==> src/rtl/calc_sequencer.sv <==
// calc_sequencer: BCD calculator front-end sequencer.
// Collects two BCD operands digit by digit, selects an ALU operation,
// launches the ALU and holds the result for display.
// Optional feature: define CALC_SEQ_TIMEOUT_EN to add an EXEC watchdog
// that moves to ERROR after TIMEOUT_CYCLES cycles without a result.
module calc_sequencer #(
   parameter int NUM_DIGITS     = 4,
   parameter int TIMEOUT_CYCLES = 16
) (
   input  logic                      clk,
   input  logic                      reset,
   input  logic                      ent_pulse,
   input  logic                      clr_pulse,
   input  logic [NUM_DIGITS-1:0]     inc_pulse,
   input  logic                      arith_pulse,
   input  logic                      alu_done,
   input  logic [4*NUM_DIGITS-1:0]   alu_result,
   output logic [4*NUM_DIGITS-1:0]   operand_a,
   output logic [4*NUM_DIGITS-1:0]   operand_b,
   output logic [1:0]                alu_op,
   output logic                      alu_start,
   output logic [4*NUM_DIGITS-1:0]   disp_value,
   output logic [2:0]                state,
   output logic                      err
);

   localparam int W = 4 * NUM_DIGITS;

   localparam logic [1:0] OP_ADD = 2'b00;
   localparam logic [1:0] OP_SUB = 2'b01;
   localparam logic [1:0] OP_MUL = 2'b10;

   typedef enum logic [2:0] {
      S_ENTER_A = 3'd0,
      S_ENTER_B = 3'd1,
      S_SEL_OP  = 3'd2,
      S_EXEC    = 3'd3,
      S_RESULT  = 3'd4,
      S_ERROR   = 3'd5
   } state_t;

   // A zero timeout would make EXEC unreachable in a meaningful way.
   if (TIMEOUT_CYCLES < 1) begin : g_bad_timeout
      $error("calc_sequencer: TIMEOUT_CYCLES must be at least 1");
   end

   // Each selected digit counts 0..9 and wraps with no carry into its neighbour.
   function automatic logic [W-1:0] bcd_digit_inc(input logic [W-1:0]          val,
                                                  input logic [NUM_DIGITS-1:0] sel);
      logic [W-1:0] res;
      res = val;
      for (int i = 0; i < NUM_DIGITS; i++) begin
         if (sel[i]) begin
            if (val[4*i +: 4] >= 4'd9) res[4*i +: 4] = 4'd0;
            else                       res[4*i +: 4] = val[4*i +: 4] + 4'd1;
         end
      end
      return res;
   endfunction

   // Operation select rotates add -> sub -> mul -> add; 11 is never produced.
   function automatic logic [1:0] next_op(input logic [1:0] op);
      logic [1:0] res;
      case (op)
         OP_ADD:  res = OP_SUB;
         OP_SUB:  res = OP_MUL;
         default: res = OP_ADD;
      endcase
      return res;
   endfunction

   state_t         r_state;
   state_t         w_state_nxt;
   logic [W-1:0]   r_operand_a;
   logic [W-1:0]   w_operand_a_nxt;
   logic [W-1:0]   r_operand_b;
   logic [W-1:0]   w_operand_b_nxt;
   logic [W-1:0]   r_result;
   logic [W-1:0]   w_result_nxt;
   logic [1:0]     r_alu_op;
   logic [1:0]     w_alu_op_nxt;
   logic           r_alu_start;
   logic           w_alu_start_nxt;
   logic           w_done_accept;

`ifdef CALC_SEQ_TIMEOUT_EN
   localparam int              CNT_W    = $clog2(TIMEOUT_CYCLES + 1);
   localparam logic [CNT_W-1:0] TMO_LAST = CNT_W'(TIMEOUT_CYCLES - 1);

   logic [CNT_W-1:0] r_tmo_cnt;
   logic [CNT_W-1:0] w_tmo_cnt_nxt;
   logic             r_err;
   logic             w_err_nxt;
`endif

   // The launch cycle's alu_done belongs to a previous operation, so ignore it.
   assign w_done_accept = alu_done && !r_alu_start;

   // State register and all sequencer storage.
   always_ff @(posedge clk or posedge reset) begin
      if (reset) begin
         r_state     <= S_ENTER_A;
         r_operand_a <= '0;
         r_operand_b <= '0;
         r_result    <= '0;
         r_alu_op    <= OP_ADD;
         r_alu_start <= 1'b0;
`ifdef CALC_SEQ_TIMEOUT_EN
         r_tmo_cnt   <= '0;
         r_err       <= 1'b0;
`endif
      end else begin
         r_state     <= w_state_nxt;
         r_operand_a <= w_operand_a_nxt;
         r_operand_b <= w_operand_b_nxt;
         r_result    <= w_result_nxt;
         r_alu_op    <= w_alu_op_nxt;
         r_alu_start <= w_alu_start_nxt;
`ifdef CALC_SEQ_TIMEOUT_EN
         r_tmo_cnt   <= w_tmo_cnt_nxt;
         r_err       <= w_err_nxt;
`endif
      end
   end

   // Next-state and datapath update; clear overrides every other request.
   always_comb begin
      w_state_nxt     = r_state;
      w_operand_a_nxt = r_operand_a;
      w_operand_b_nxt = r_operand_b;
      w_result_nxt    = r_result;
      w_alu_op_nxt    = r_alu_op;
      w_alu_start_nxt = 1'b0;
`ifdef CALC_SEQ_TIMEOUT_EN
      w_tmo_cnt_nxt   = r_tmo_cnt;
      w_err_nxt       = r_err;
`endif
      if (clr_pulse) begin
         w_state_nxt     = S_ENTER_A;
         w_operand_a_nxt = '0;
         w_operand_b_nxt = '0;
         w_result_nxt    = '0;
         w_alu_op_nxt    = OP_ADD;
`ifdef CALC_SEQ_TIMEOUT_EN
         w_tmo_cnt_nxt   = '0;
         w_err_nxt       = 1'b0;
`endif
      end else begin
         case (r_state)
            S_ENTER_A: begin
               w_operand_a_nxt = bcd_digit_inc(r_operand_a, inc_pulse);
               if (ent_pulse) w_state_nxt = S_ENTER_B;
            end
            S_ENTER_B: begin
               w_operand_b_nxt = bcd_digit_inc(r_operand_b, inc_pulse);
               if (ent_pulse) w_state_nxt = S_SEL_OP;
            end
            S_SEL_OP: begin
               if (arith_pulse) w_alu_op_nxt = next_op(r_alu_op);
               if (ent_pulse) begin
                  w_state_nxt     = S_EXEC;
                  w_alu_start_nxt = 1'b1;
`ifdef CALC_SEQ_TIMEOUT_EN
                  w_tmo_cnt_nxt   = '0;
`endif
               end
            end
            S_EXEC: begin
               if (w_done_accept) begin
                  w_result_nxt = alu_result;
                  w_state_nxt  = S_RESULT;
`ifdef CALC_SEQ_TIMEOUT_EN
                  w_tmo_cnt_nxt = '0;
               end else if (r_tmo_cnt == TMO_LAST) begin
                  w_state_nxt   = S_ERROR;
                  w_err_nxt     = 1'b1;
                  w_tmo_cnt_nxt = '0;
               end else begin
                  w_tmo_cnt_nxt = r_tmo_cnt + 1'b1;
`endif
               end
            end
            S_RESULT: begin
               if (ent_pulse) begin
                  w_state_nxt     = S_ENTER_A;
                  w_operand_a_nxt = '0;
                  w_operand_b_nxt = '0;
               end
            end
            S_ERROR: begin
               w_state_nxt = S_ERROR;
            end
            default: begin
               w_state_nxt = S_ENTER_A;
            end
         endcase
      end
   end

   // Display source follows the state with no register in the path.
   always_comb begin
      disp_value = '0;
      case (r_state)
         S_ENTER_A: disp_value = r_operand_a;
         S_ENTER_B: disp_value = r_operand_b;
         S_SEL_OP:  disp_value = {{(W-2){1'b0}}, r_alu_op};
         S_EXEC:    disp_value = r_operand_b;
         S_RESULT:  disp_value = r_result;
         S_ERROR:   disp_value = {NUM_DIGITS{4'hE}};
         default:   disp_value = '0;
      endcase
   end

   assign operand_a = r_operand_a;
   assign operand_b = r_operand_b;
   assign alu_op    = r_alu_op;
   assign alu_start = r_alu_start;
   assign state     = r_state;

`ifdef CALC_SEQ_TIMEOUT_EN
   assign err = r_err;
`else
   assign err = 1'b0;
`endif

endmodule

==> config.mk <==
export PLATFORM = sky130hd
export DESIGN_NAME = calc_sequencer
export DESIGN_NICKNAME = d
export VERILOG_FILES = /design/src/rtl/calc_sequencer.sv
export SDC_FILE = /design/constraint.sdc
export NUM_CORES = 1
export LEC_CHECK = 0
export ABC_AREA = 1
export BUFFER_PORTS_ARGS = -buffer_cell sky130_fd_sc_hd__buf_2
export CAP_MARGIN = 0
export CELL_PAD_IN_SITES_DETAIL_PLACEMENT = 1
export CELL_PAD_IN_SITES_GLOBAL_PLACEMENT = 1
export CORE_MARGIN = 3
export CORE_UTILIZATION = 40
export CTS_CLUSTER_DIAMETER = 50
export DETAILED_ROUTE_END_ITERATION = 8
export PLACE_DENSITY_LB_ADDON = 0.3
export SYNTH_ARGS = -nofsm -noshare
export SYNTH_HDL_FRONTEND = slang
export SYNTH_SLANG_ARGS = --single-unit
==> constraint.sdc <==
create_clock -name clk -period 2.4 [get_ports clk]
set_clock_uncertainty 0.1 [all_clocks]
set_input_delay 0.24 -clock clk [delete_from_list [all_inputs] [get_ports clk]]
set_output_delay 0.24 -clock clk [all_outputs]
set_load 0.05 [all_outputs]
==> impl_metrics.tcl, run 1 <==
set metrics [dict create \
    synthTopCellsByArea "dfrtp_1 39%, nand2_1 15%, ha_1 8.7%" \
    dieArea_um2 9810 \
    status "complete, no violations" \
    vias 3374 \
    yosys_warnings 0 \
    synth_most_common_cell "nand2_1" \
    synthToLayoutAreaGrowth_pct 18.2 \
    synth_top_area_share_pct 39.0 \
    initial_utilization_pct 41.7 \
    grt_overflow 0 \
    firstDrtPassIters 5 \
    synthTopCellsByCount "140 x nand2_1, 59 x nand3_1, 54 x dfrtp_1" \
    via_per_inst 5.28 \
    power_density_nw_per_um2 1120 \
    netlist.top_cell.by_area "dfrtp_1" \
    drv_cap 0 \
    die_h_um 99.1 \
    fin_cells 639 \
    start_kind "flip-flop" \
    clock_path_buffers 2 \
    async_reset_ff_share_pct 100 \
    core-area_um2 8300 \
    fin_crit_ns 2.27 \
    synthesis.nets 503 \
    avgSynthCellArea_um2 7.65 \
    multiInputGateArea_um2 1850 \
    crit_fanout 9 \
    hp-start "alu_result[0]" \
    ys_types 29 \
    fillerInstances 1103 \
    htree_levels 2 \
    synth-seq-area-share_pct 39.0 \
    cts_tree "yes" \
    drv_slew 0 \
    cts_setup_buffers 0 \
    crit_start "state[1]" \
    root_buffer "clkbuf_8" \
    antenna_found_initial 0 \
    synth_enable_flop_cells 0 \
    synthCells 453 \
    die_x_um 99.1 \
    grt_first_pass_wirelength_um 17700 \
    rows 33 \
    drive_gt1_share_pct 21.7 \
    post-route-drc-count 0 \
    drt-wirelength-per-cell_um 16.9 \
    fin_nets 584 \
    cts.sink_count 54 \
    grt_util_all_layers_pct 22.3 \
    io_buffers 79 \
    vdd_drop_max_uv 548 \
    arrival_ns 1.93 \
    cts_buffers 5 \
    ys.flop_type "dfrtp_1" \
    n_antenna_cell 0 \
    clk_pin_slew_ns 0.10 \
    setup_violations 0 \
    grt_pass1_vias 3483 \
    gp_congestion 0.939 \
    wl_um 10800 \
    drt_iter0_drc 106 \
    dp_cells 631 \
    tns_ns 0 \
    rsz0062_at_grt "false" \
    netlist_area_um2 3460 \
    post-route-period-util_pct 94.6 \
    dp_hpwl_um 8240 \
    clkLatencyLatePin_ns 0.31 \
    grt_max_degree 55 \
    ios 81 \
    endpoint_kind "output pin" \
    finalHoldViolations 0 \
    power_leakage_nw 2.30 \
    fmax_mhz 440 \
    detail-route-antenna-nets 0 \
    seq_area_um2 1350 \
    path_class "reg2out" \
    r2r-start "state[1]" \
    hold_path.class "in2reg" \
    worstPathRequired_ns 2.06 \
    ys_ff_latch 54 \
]
-- worst max-delay path, stage by stage (launching register included) --
cell,delay [ns]
dfrtp_2,0.50
nor2_4,0.17
nand2_2,0.13
inv_1,0.26
nand2_1,0.09
o2111ai_1,0.14
buf_2,0.32
-- through the flow --
| stage | worst slack (ns) | area (um^2) | hold WS, ns | total power [mW] | util [%] |
|---|---|---|---|---|---|
| global route | 0.00205 | 4090 | 0.0205 | 4.92 | 49.3 |
| detailed placement | 0.435 | 3970 | 0.226 | 3.97 | 47.8 |
| floorplan | 0.00306 | 3460 | 0.250 | 3.26 | - |
| global placement | 0.491 | 3970 | 0.214 | 3.88 | 47.8 |
| finish | 0.129 | 4090 | 0.0153 | 4.60 | 49.3 |
| CTS | 0.0749 | 4090 | 0.0160 | 4.63 | 49.3 |
-- layout make-up --
type	instances	area share [%]
Multi-Input combinational cell	338	45.2
Sequential cell	54	33.1
Timing Repair Buffer	86	11.3
Inverter	49	4.49
Tap cell	105	3.21
Clock buffer	6	2.02
Clock inverter	1	0.734
-- registers in the layout (all words and copies together) (netlist names) --
name / flops
alu_op: 2
r_result: 16
operand_a: 16
operand_b: 16
state: 3
alu_start: 1
-- placed cells by master, fill, tap and decap left out, types with 3 or more instances in the layout --
master	Yosys	final
a21oi_1	6	6
buf_2	7	79
buf_4	2	5
clkbuf_8	0	6
dfrtp_1	54	52
ha_1	24	24
inv_1	46	45
inv_2	3	4
nand2_1	140	140
nand2_2	3	3
nand3_1	59	59
nand3_2	5	5
nand4_1	4	4
nor2_1	31	31
nor2_2	5	5
nor2_4	3	3
o2111ai_1	12	12
o21ai_0	22	22
o221ai_1	3	3
xor2_1	13	13
-- kinds of logic after synthesis --
logic type               share of synthesized area, %
buffers and inverters                            7.62
AND/OR/NAND/NOR                                  32.7
XOR/XNOR                                         3.54
adder cells (fa/ha/maj)                          8.67
other                                           0.108
AO/OA/AOI/OAI                                    8.35
flip-flops                                       39.0
-- report_power, final --
group	internal (mW)	switching, mW
logic	0.612	1.91
clock network	0.335	0.318
registers	1.09	0.338
-- timing repair --
item	in CTS	in global routing
resized for setup	0	2
endpoints found under the setup margin	0	10
hold endpoints to repair	54	0
hold buffers	1	0
-- final timing paths --
check / end / slack, ns / depth (start not counted)
max in group asynchronous: r_result[2] / 1.52 / 4
min in group asynchronous: operand_b[11] / 0.39 / 4
worst max register to register: operand_a[7] / 0.59 / 8
worst max-delay path: disp_value[11] / 0.13 / 6
worst min register to register: operand_b[11] / 0.41 / 2
worst min-delay path: r_result[0] / 0.02 / 3
-- per-layer routing --
layer  vias up  global-route usage, %  share of wire [%]
met4         0                   7.14                2.3
met5         -                      0                  0
met1      1635                   29.2                 45
met3        22                   3.61                4.3
li1       1630                      -                  -
met2        87                   37.6                 48
No activity file was read; power rests on OpenSTA's default activity.
==> run 2, diff against run 1 <==
--- a/config.mk
+++ b/config.mk
@@ -7,7 +7,7 @@
 export LEC_CHECK = 0
 export ABC_AREA = 1
 export BUFFER_PORTS_ARGS = -buffer_cell sky130_fd_sc_hd__buf_2
-export CAP_MARGIN = 0
+export CAP_MARGIN = 5
 export CELL_PAD_IN_SITES_DETAIL_PLACEMENT = 1
 export CELL_PAD_IN_SITES_GLOBAL_PLACEMENT = 1
 export CORE_MARGIN = 3
==> constraint.sdc (replaced) <==
create_clock -name clk -period 2.4 [get_ports clk]
set_clock_uncertainty 0.1 [all_clocks]
set_input_delay 0.24 -clock clk [delete_from_list [all_inputs] [get_ports clk]]
set_output_delay 0.24 -clock clk [all_outputs]
set_load 0.005 [all_outputs]
==> run 2 against run 1 <==
Compared with the run above:
- critical path depth fell by 1
- hold slack got worse by 0.0038 ns
- combinational power fell by 36%
- clock-buffer cell count fell by 1
- via count rose by 1.4%
- sequential share of layout area rose by 0.43 points
- global-route usage rose by 1.0 points
- first-iteration DRC count rose by 75%
- die area did not move
- maximum frequency rose by 1.1%
- sequential power barely moved
- largest cell class unchanged
- largest power group unchanged
- highest routed layer unchanged
==> impl_metrics.tcl, run 2 (synthesized netlist as in run 1, its figures left out) <==
set metrics [dict create \
    rows 33 \
    busiest_layer "met2" \
    grt_first_pass_wirelength_um 18400 \
    clkLatencyLatePin_ns 0.32 \
    met3_usage_pct 3.11 \
    drt_iter0_drc 185 \
    crit_cells 5 \
    worstPathRequired_ns 2.06 \
    fin_nets 583 \
    r2r-start "state[1]" \
    core-area_um2 8300 \
    die_h_um 99.1 \
    htree_levels 2 \
    cts_setup_buffers 0 \
    fillerInstances 1089 \
    post-route-period-util_pct 93.6 \
    n_antenna_cell 0 \
    synthToLayoutAreaGrowth_pct 16.8 \
    drv_cap 0 \
    grt_overflow 0 \
    r2r_end "operand_a[11]" \
    min_path_cells 3 \
    stdcell_area_um2 4040 \
    antenna_found_initial 0 \
    hold_path.class "in2reg" \
    drt-wirelength-per-cell_um 17.4 \
    dieArea_um2 9810 \
    swShare_pct 46.8 \
    gp_congestion 0.869 \
    r2r_slack_ns 0.54 \
    path_class "reg2out" \
    drive_gt1_share_pct 22.0 \
    initial_utilization_pct 41.7 \
    cts_tree "yes" \
    power_frac_seq_pct 39.9 \
    vias 3421 \
    fin_crit_ns 2.25 \
    path_buf_inv 2 \
    die_x_um 99.1 \
    wl_um 11100 \
    cts.sink_count 54 \
    arrival_ns 1.91 \
    setup_violations 0 \
    multiInputGateArea_um2 1850 \
    grt_pass1_vias 3637 \
    min_to "r_result[3]" \
    grtUsageMet2_pct 40.0 \
    hp-start "alu_result[3]" \
    status "complete, no violations" \
    endpoint_kind "output pin" \
    power_density_nw_per_um2 878 \
    seq_area_um2 1360 \
    fin_cells 638 \
    place_area_um2 3950 \
    via_per_inst 5.36 \
    final_cell_mix "140 x nand2_1, 79 x buf_2, 59 x nand3_1" \
    post-route-drc-count 0 \
    slowest_delay_ns 0.52 \
    met1_usage_pct 30.5 \
    p_int_mw 1.89 \
    firstDrtPassIters 4 \
    worstRegToRegCells 8 \
    dp_hpwl_um 8720 \
    io_buffers 79 \
    finalHoldViolations 0 \
    ios 81 \
    root_buffer "clkbuf_8" \
    dp_cells 630 \
    vdd_drop_max_uv 350 \
    cts_buffers 5 \
    cp_top_family "flip-flops" \
    path_cells "nand2_2 > clkinvlp_4 > nand2_1 > o2111ai_1 > buf_2" \
    crit_fanout 13 \
    layout_commonest_cell "nand2_1" \
    start_kind "flip-flop" \
    clkPwrFrac_pct 14.7 \
    grt_max_degree 27 \
    rsz0062_at_grt "false" \
    grt_util_all_layers_pct 23.3 \
    p_comb_share_pct 45.4 \
    p_sw_mw 1.66 \
    clock_path_buffers 2 \
    cp_slowest_cell "dfrtp_2" \
    clk_pin_slew_ns 0.10 \
    drv_slew 0 \
    tns_ns 0 \
    power_leakage_nw 2.27 \
    detail-route-antenna-nets 0 \
    fmax_mhz 445 \
]
## run 2: worst max path at each step
stage,slack [ns],endpoint,start
4_1_cts,0.05,disp_value[13],state[2]
5_1_grt,0.06,disp_value[9],state[0]
6_report,0.15,disp_value[13],state[2]
3_5_place_dp,0.42,disp_value[13],state[2]
3_3_place_gp,0.46,disp_value[13],state[2]
2_1_floorplan,0.75,alu_op[0],reset
## run 2: through the flow
step                      hold slack, ns  worst slack, ns  util [%]  total power [mW]
after detailed placement           0.135            0.417      47.6              3.05
after global placement             0.132            0.460      47.6              2.94
after global routing              0.0189           0.0620      48.7              3.86
after floorplan                    0.250            0.745         -              2.34
final                             0.0115            0.154      48.7              3.55
after CTS                         0.0110           0.0511      48.6              3.57
## run 2: cell type report
type	count	share of cell area, %
Tap cell	105	3.25
Timing Repair Buffer	85	11.0
Inverter	49	4.64
Sequential cell	54	33.5
Clock inverter	2	0.248
Clock buffer	5	1.70
Multi-Input combinational cell	338	45.7
## run 2: repair_timing
| action | CTS | global route |
|---|---|---|
| setup endpoints to repair | 0 | 8 |
| hold buffers | 1 | 0 |
| gates resized for setup | 0 | 4 |
| endpoints found under the hold margin | 13 | 0 |
## run 2: metal layers
layer | wire length [um] | vias to the layer above
met5 | 0 | -
met4 | 246 | 0
met3 | 572 | 25
met2 | 5420 | 97
met1 | 4840 | 1675
li1 | - | 1624
## run 2: power groups by stage
stage / registers, mW / clock network, mW / logic (mW)
floorplan: 1.35 / 0 / 0.993
global placement: 1.41 / 0 / 1.53
detailed placement: 1.43 / 0 / 1.62
CTS: 1.41 / 0.526 / 1.63
global route: 1.46 / 0.570 / 1.83
finish: 1.42 / 0.522 / 1.61
## run 2: worst reg2reg max path, delay by kind of cell, from the launching register on
| family | cells | cell delay [ns] |
|---|---|---|
| buffers and inverters | 2 | 0.38 |
| DFF | 1 | 0.49 |
| and+or+nand+nor | 6 | 0.79 |
==> run 3, diff against run 2 <==
--- a/config.mk
+++ b/config.mk
@@ -14,7 +14,7 @@
 export CORE_UTILIZATION = 40
 export CTS_CLUSTER_DIAMETER = 50
 export DETAILED_ROUTE_END_ITERATION = 8
-export PLACE_DENSITY_LB_ADDON = 0.3
+export PLACE_DENSITY_LB_ADDON = 0.25
 export SYNTH_ARGS = -nofsm -noshare
 export SYNTH_HDL_FRONTEND = slang
 export SYNTH_SLANG_ARGS = --single-unit
==> run 3 against run 2 <==
Compared with the run above:
- sequential power about the same
- critical endpoint is now disp_value[15]
- wire length is 6.5% lower
- maximum frequency about the same
==> impl_metrics.tcl, run 3 (synthesized netlist as in run 1, its figures left out) <==
set metrics [dict create \
    core-area_um2 8300 \
    path_class "reg2out" \
    final_cell_mix "139 x nand2_1, 79 x buf_2, 59 x nand3_1" \
    cts.sink_count 54 \
    initial_utilization_pct 41.7 \
    setup_violations 0 \
    n_antenna_cell 0 \
    clk_pin_slew_ns 0.10 \
    drt_iter0_drc 107 \
    dp_hpwl_um 8160 \
    dieArea_um2 9810 \
    endpoint_kind "output pin" \
    gp_congestion 0.838 \
    fin_crit_ns 2.24 \
    start_kind "flip-flop" \
    crit_fanout 13 \
    multiInputGateArea_um2 1850 \
    root_buffer "clkbuf_8" \
    cts_tree "yes" \
    vdd_drop_max_uv 304 \
    antenna_found_initial 0 \
    grt_util_all_layers_pct 21.5 \
    rsz0062_at_grt "false" \
    htree_levels 2 \
    clkLatencyLatePin_ns 0.31 \
    firstDrtPassIters 4 \
    hold_ws_ns 0.0149 \
    tns_ns 0 \
    cts_buffers 5 \
    grt_pass1_vias 3453 \
    drv_slew 0 \
    vias 3311 \
    layout_commonest_cell "nand2_1" \
    power_leakage_nw 2.27 \
    worstPathRequired_ns 2.06 \
    wl_um 10400 \
    status "complete, no violations" \
    cts_setup_buffers 0 \
    rows 33 \
    fillerInstances 1092 \
    synthToLayoutAreaGrowth_pct 16.3 \
    seq_area_um2 1350 \
    ios 81 \
    power_density_nw_per_um2 861 \
    hold_path.class "in2reg" \
    die_x_um 99.1 \
    post-route-drc-count 0 \
    grt_overflow 0 \
    via_per_inst 5.20 \
    min_path_cells 3 \
    worstRegToRegCells 7 \
    arrival_ns 1.90 \
    detail-route-antenna-nets 0 \
    finalHoldViolations 0 \
    clock_path_buffers 2 \
    grt_first_pass_wirelength_um 17100 \
    die_h_um 99.1 \
    grt_max_degree 20 \
    drt-wirelength-per-cell_um 16.3 \
    io_buffers 79 \
    drive_gt1_share_pct 21.1 \
    fmax_mhz 446 \
    drv_cap 0 \
    fin_nets 582 \
    post-route-period-util_pct 93.5 \
]
## run 3: repair_timing
item	CTS	global route
hold endpoints to repair	17	0
hold buffers	1	0
gates resized for setup	0	2
endpoints found under the setup margin	0	4
## run 3: stage by stage
stage	power, mW	worst slack, ns	cells	area (um^2)	utilization (%)
after floorplan	2.34	0.745	453	3460	-
after global placement	2.92	0.499	629	3940	47.5
after detailed placement	3.00	0.375	629	3940	47.5
after CTS	3.51	0.0358	637	4030	48.5
after global routing	3.80	0.0509	637	4030	48.5
final	3.47	0.156	637	4030	48.5
## run 3: where the power goes
group          internal, mW  switching [mW]  leakage [nW]
clock                 0.202           0.302        0.0383
combinational         0.594           0.965          1.50
sequential             1.09           0.320         0.734
total                  1.88            1.59          2.27
## run 3: final timing paths
check                              start              to  slack [ns]
min in group asynchronous          reset       alu_start        0.35
hold reg to reg             operand_b[3]    operand_b[3]        0.42
hold / removal             alu_result[5]     r_result[5]        0.01
setup reg to reg                state[1]    operand_b[9]        0.46
setup / recovery                state[1]  disp_value[15]        0.16
max in group asynchronous          reset   operand_b[13]        1.23
## run 3: worst max-delay path, cell delays in order, from the launching register on
cell and delay [ns]:
dfrtp_1 0.52, nor2_4 0.20, nand2_2 0.23, inv_2 0.21, nand2_1 0.13, o2111ai_1 0.14
buf_2 0.16
## run 3: per-layer routing
| layer | share of wire (%) | wire length, um | GRT usage [%] |
|---|---|---|---|
| met1 | 45 | 4710 | 28.6 |
| met2 | 49 | 5020 | 37.3 |
| met3 | 4.8 | 502 | 3.04 |
| met4 | 1.2 | 121 | 4.41 |
| met5 | 0 | 0 | 0 |
## run 3: layout make-up
cell class | instances | area share [%]
Timing Repair Buffer | 84 | 10.8
Clock buffer | 7 | 1.89
Sequential cell | 54 | 33.5
Multi-Input combinational cell | 338 | 45.9
Inverter | 49 | 4.57
Tap cell | 105 | 3.26
